<file path="src/rtl/bg_tile_fetcher.sv">
// Background/window tile fetch sequencer: walks the tile map, fetches the low and
// high tile-data bytes for the current line and hands complete rows to the pixel FIFO.
module bg_tile_fetcher #(
  parameter int unsigned       ADDR_W   = 13,
  parameter int unsigned       DATA_W   = 8,
  parameter logic [ADDR_W-1:0] MAP_BASE = 'h1800
) (
  input  logic              clk,
  input  logic              nreset,
  input  logic              fetch_start,
  input  logic              fetch_stop,
  input  logic              fetch_stall,
  input  logic [4:0]        bg_x,
  input  logic [7:0]        bg_y,
  input  logic              map_sel,
  input  logic              tile_sel,
  output logic [ADDR_W-1:0] vram_addr,
  output logic              vram_oe,
  input  logic [DATA_W-1:0] md_in,
  output logic [DATA_W-1:0] tile_lo,
  output logic [DATA_W-1:0] tile_hi,
  output logic              tile_valid,
  input  logic              pipe_ready,
  output logic [4:0]        map_col
);

  typedef enum logic [2:0] {
    StIdle, StMap0, StMap1, StLo0, StLo1, StHi0, StHi1, StPush
  } state_e;

  state_e      state_q, state_d;
  logic [4:0]  col_d;
  logic [7:0]  tile_idx;
  logic        cap_idx, cap_lo, cap_hi;
  logic        is_x0;
  logic        hold_off;
  logic        plane;
  logic        b12;
  logic [12:0] tile_addr;
  logic [10:0] map_off;

  // Any control input this cycle suppresses the read strobe and the handshake.
  assign hold_off = fetch_stall | fetch_start | fetch_stop;
  assign is_x0    = (state_q == StMap0) || (state_q == StLo0) || (state_q == StHi0);
  assign plane    = (state_q == StHi0) || (state_q == StHi1);

  // Signed addressing: indices 0..127 live at 'h1000, 128..255 at 'h0800.
  assign b12       = ~(tile_sel | tile_idx[7]);
  assign tile_addr = {b12, tile_idx, bg_y[2:0], plane};
  assign map_off   = {map_sel, bg_y[7:3], map_col};

  assign vram_oe    = is_x0 & ~hold_off;
  assign tile_valid = (state_q == StPush) & ~hold_off;

  always_comb begin
    vram_addr = '0;
    case (state_q)
      StMap0, StMap1:             vram_addr = MAP_BASE | ADDR_W'(map_off);
      StLo0, StLo1, StHi0, StHi1: vram_addr = ADDR_W'(tile_addr);
      default:                    vram_addr = '0;
    endcase
  end

  always_comb begin
    state_d = state_q;
    col_d   = map_col;
    cap_idx = 1'b0;
    cap_lo  = 1'b0;
    cap_hi  = 1'b0;
    if (fetch_stop) begin
      state_d = StIdle;
      col_d   = '0;
    end else if (fetch_start) begin
      state_d = StMap0;
      col_d   = bg_x;
    end else if (fetch_stall) begin
      // A read interrupted in its second cycle is reissued from its first.
      case (state_q)
        StMap1:  state_d = StMap0;
        StLo1:   state_d = StLo0;
        StHi1:   state_d = StHi0;
        default: state_d = state_q;
      endcase
    end else begin
      case (state_q)
        StIdle: state_d = StIdle;
        StMap0: state_d = StMap1;
        StMap1: begin
          cap_idx = 1'b1;
          state_d = StLo0;
        end
        StLo0: state_d = StLo1;
        StLo1: begin
          cap_lo  = 1'b1;
          state_d = StHi0;
        end
        StHi0: state_d = StHi1;
        StHi1: begin
          cap_hi  = 1'b1;
          state_d = StPush;
        end
        StPush: begin
          if (pipe_ready) begin
            col_d   = map_col + 5'd1;
            state_d = StMap0;
          end
        end
        default: state_d = StIdle;
      endcase
    end
  end

  always_ff @(posedge clk or negedge nreset) begin
    if (!nreset) begin
      state_q <= StIdle;
      map_col <= '0;
    end else begin
      state_q <= state_d;
      map_col <= col_d;
    end
  end

  always_ff @(posedge clk or negedge nreset) begin
    if (!nreset) begin
      tile_idx <= '0;
      tile_lo  <= '0;
      tile_hi  <= '0;
    end else begin
      if (cap_idx) tile_idx <= md_in[7:0];
      if (cap_lo)  tile_lo  <= md_in;
      if (cap_hi)  tile_hi  <= md_in;
    end
  end

endmodule

</file>
<file path="config.mk">
export PLATFORM = sky130hd
export DESIGN_NAME = bg_tile_fetcher
export DESIGN_NICKNAME = d
export VERILOG_FILES = /design/src/rtl/bg_tile_fetcher.sv
export SDC_FILE = /design/constraint.sdc
export NUM_CORES = 1
export LEC_CHECK = 0
export ABC_AREA = 1
export CORE_ASPECT_RATIO = 1.25
export CORE_UTILIZATION = 25
export DETAILED_ROUTE_END_ITERATION = 7
export PLACE_DENSITY = 0.49
export REMOVE_ABC_BUFFERS = 1
export SYNTH_ARGS = -nofsm -noshare
export SYNTH_HDL_FRONTEND = slang
export SYNTH_SLANG_ARGS = --single-unit
</file>
<file path="constraint.sdc">
create_clock -name clk -period 1.6 [get_ports clk]
set_clock_uncertainty 0.15 [all_clocks]
set_input_delay 0.4 -clock clk [delete_from_list [all_inputs] [get_ports clk]]
set_output_delay 0.4 -clock clk [all_outputs]
set_load 0.03 [all_outputs]
</file>
Yosys cells after proc, flatten, opt, wreduce, memory -nomap -nowiden:

Index checks and enable logic that the tools add are counted.

* input bits: 29
* output and inout port bits: 36
* bits in registers: 32
* logic and storage cells: 57

* add/subtract/negate cells: 1
* muxes and demuxes: 24
* reduce and logical (&&, ||, !) cells: 10
* bitwise gates (word level): 7
* eq/ne operators: 10

Operators with widths (number)
* $pmux 13 s2: 1
* $mux 5: 5
* $pmux 3 s8: 1
* $eq 3x3->1 const B: 4
* $mux 1: 12
* $mux 3: 4
* $pmux 3 s3: 1
* $eq 3x2->1 const B: 2
* $ne 6x3->1 const B: 1
* $reduce_bool 3->1: 2
* $add 5x1->5 const B: 1
* $ne 5x5->1 const B: 1
* $reduce_or 4->1: 1
* $eq 3x1->1 const B: 1
* $logic_not 3->1: 1
* $logic_or 1x1->1: 3
* $ne 3x3->1 const B: 1
* $or 1x1->1: 3
* $reduce_and 3->1: 1
* $and 1x1->1: 2
* $not 1->1: 2
* $reduce_and 2->1: 1
* $reduce_or 2->1: 1

Logic depth before layout (Yosys ltp):

* word-level depth: 6
* mapped depth: 8
* mapped depth without buffers: 7

Least setup slack after synthesis:

No wires, ideal clock.

* path type: register to output
* from: register state_q[1]
* to: output port vram_addr[12]
* path slack: -0.482 ns
* path buffers: 1
* arrival time: 1.532 ns
* data required time: 1.050 ns
* cell stages (with the launch flop): 6
* cells stage by stage: dfrtp_1 buf_2 nand2_1 nand2_1 nand2_1 o31ai_1

* cells in the longest elaborated chain, start to end: 3

Ends and longest elaborated chain
* start, declared: line 31 `state_e state_q, state_d;`
* start signal, assigned: line 115 `state_q <= StIdle;`
* start signal, assigned: line 118 `state_q <= state_d;`
* $eq 3x2->1 (tied with other cells): line 57 `case (state_q)`
* $reduce_or 4->1 / $reduce_or 2->1 (equally long branches): line 57
* $pmux 13 s2 *: line 57
* end, declared: line 17 `output logic [ADDR_W-1:0] vram_addr,`

Mark *: on every way between the ends. The rest lies on a longest branch, timed or not.

Final worst setup path:

Ends and elaborated chain as after synthesis.

==> flow_summary.toml <==
[cells_and_area]
drive_above_1_share_pct = 44.6
diodes = 0
postLayoutCellArea_um2 = 3080
mostFrequentLayoutCells = "nand2_1, buf_4, dfrtp_1, inv_1, clkdlybuf4s50_1"
nets = 341
stdcell_count = 402
areaGrowthSynthToFinish_pct = 71.8
final_common_cell = "nand2_1"

[yosys]
muxShareOfSynthArea_pct = 0.557
synthCells = 216
synthSimpleGateAreaFrac_pct = 26.7
syn_avg_cell_area_um2 = 8.31
synth_top_area_share_pct = 44.6
synth_compound_gate_area_share_pct = 17.1
synth_top_family_by_area = "simple AND/OR/NAND/NOR gates"
synthAdderAreaFrac_pct = 0.697
ys_seq_area_share_pct = 44.6
synth_area_leaders = "dfrtp_1, nand2_1, o21ai_2"
syn_area_um2 = 1800
ys_seq_elements = 32
ys_types = 28
synthXorXnorAreaFrac_pct = 0.488
yosys.area.top_type = "dfrtp_1"
yosys_warnings = 0

[detailed_routing]
dr.pass1.iters = 4
drc_errors = 0
drt_iter0_markers = 45
wl_per_cell_um = 13.0
routed_wl_mm = 5.24
drtAntennaViolNets = 0
viasPerCell = 4.40
num_vias = 1768

[setup_path]
crit_type = "reg2out"
slowest_delay_ns = 0.45
cp_top_family = "flip-flops"
r2r_slack_ns = -0.02
cp.arrival_ns = 1.44
cp-endpoint = "vram_addr[12]"
crit_chain = "buf_6 > nand3_4 > nand2_2 > o31ai_4 > buf_6"
critPathRequiredTime_ns = 1.05
cp.depth = 5
crit_buf_inv = 2
reg2reg_depth = 7
critPathMaxFanout = 4
path_common_cell = "buf_6"
cp_slowest_cell = "dfrtp_2"
endpoint_kind = "output port"
worstReg2RegEnd = "map_col[1]$_DFFE_PN0P_"
critPathLaunchType = "flop"
rr_startpoint = "state_q[1]$_DFFE_PN0P_"
setup.worst_path.start = "state_q[1]$_DFFE_PN0P_"

[floorplan]
fp.dieArea_um2 = 7530
ios = 65
die_w_um = 77.8
fp-row-count = 34
die_h_um = 96.8
start_util_pct = 25.9
core-area_um2 = 6930

[run_status]
violations = "setup timing"
status = "finished with violations"

[sta]
worst_slack_ns = -0.394
maxClockFrequency_ghz = 0.502
setup_viol = 18
rsz0062_at_grt = "yes"
final_hold_viol_count = 0
max_slew_margin_pct = 77.1
fin_crit_sh_pct = 125
worst_slew_pin_slew_ns = 0.342
holdWs_ns = 0.337
drv_slew = 0
period_minus_slack_ns = 1.99

[placed_design]
placed_area_um2 = 2680
dp_hpwl_mm = 3.82
port-buffer-count = 64
gp_congestion = 0.773
placedCellCount = 391

[cts]
clock-sinks = 32
tritoncts = "built"
cts_max_level = 2
cts_made_buffers = 5
cts-root-buf = "clkbuf_8"
clk-insertion-delay-late_ns = 0.28
ctsHoldBuffers = 0
clockBufferDepth = 2
clkTransAtPathRegs_ns = 0.06

[global_route]
grt_max_degree = 33
track_usage_pct = 14.6
antenna_found_initial = 0
grt_remaining_overflow = 0
grt_pass1_wl_mm = 8.61
grt_pass1_vias = 1718

[power]
powerDensity_nw_per_um2 = 846
ir_drop_v = 0.000403
power_leakage_nw = 1.48
totalPowerFinal_mw = 2.61

[min_path]
hp-class = "in2async"

[job]
max_cap_violations = 0
[cells by family (layout without fill, tap and decap cells)]
group	after synthesis	count (layout)
buffers and inverters	40	136
flip-flops	32	32
AO/OA/AOI/OAI	45	45
XOR/XNOR	1	1
multiplexers	1	1
adder cells (fa/ha/maj)	1	1
AND/OR/NAND/NOR	96	96
[how the worst min path moves through the flow]
| stage | start | to | slack, ns | cells after the start |
|---|---|---|---|---|
| after floorplan | nreset | map_col[0]$_DFFE_PN0P_ | -0.05 | 0 |
| after global placement | tile_idx[2]$_DFFE_PN0P_ | tile_idx[2]$_DFFE_PN0P_ | 0.32 | 2 |
| after detailed placement | tile_idx[4]$_DFFE_PN0P_ | tile_idx[4]$_DFFE_PN0P_ | 0.32 | 2 |
| after CTS | nreset | map_col[0]$_DFFE_PN0P_ | 0.34 | 2 |
| after global routing | nreset | tile_hi[1]$_DFFE_PN0P_ | 0.35 | 2 |
| final | nreset | state_q[0]$_DFFE_PN0P_ | 0.34 | 2 |
[stage by stage]
| stage | worst slack (ns) | TNS, ns | util, % |
|---|---|---|---|
| 6_report | -0.394 | -5.17 | 44.5 |
| 5_1_grt | -0.453 | -6.88 | 44.5 |
| 4_1_cts | -0.377 | -5.17 | 43.2 |
| 3_5_place_dp | -0.401 | -14.09 | 38.7 |
| 3_3_place_gp | -0.379 | -13.95 | 38.7 |
| 2_1_floorplan | -0.722 | -6.13 | - |
[power by group]
part / internal, mW / switching (mW)
registers: 0.892 / 0.0713
clock network: 0.550 / 0.309
logic: 0.342 / 0.445
total: 1.78 / 0.826
[area by class of cell]
cell class	count	area (um^2)
Clock buffer	7	96.3
Multi-Input combinational cell	144	1020
Fill cell	719	3850
Timing Repair Buffer	96	901
Sequential cell	32	805
Inverter	32	120
Clock inverter	1	30.0
Tap cell	90	113
[routing by layer]
layer,GRT usage (%),vias to the layer above,share of wire [%]
li1,-,891,-
met1,18.1,823,44
met2,25.1,50,50
met3,3.21,4,4.9
met4,3.92,0,0.92
met5,0,-,0
[Yosys cell counts (all sizes together)]
cell and n:
o21ai 38, clkbuf 2, nand3b 1, o22ai 2
mux2i 1, inv 32, or2 2, ha 1
buf 6, dfrtp 32, nand3 23, nand4 6
nand2 57, o211ai 1, nor2 7, xnor2 1
a21oi 3, o31ai 1
[registers in the layout, summed over array words and instances (netlist names)]
name      flops
tile_idx      8
tile_hi       8
tile_lo       8
map_col       5
state_q       3
[timing repair]
action                     4_1_cts  5_1_grt
cloned                           1        0
buffers inserted                 0        2
pin swaps                        4        6
resized for setup               65       35
setup endpoints to repair       57       31
(Power assumes the default switching activity.)
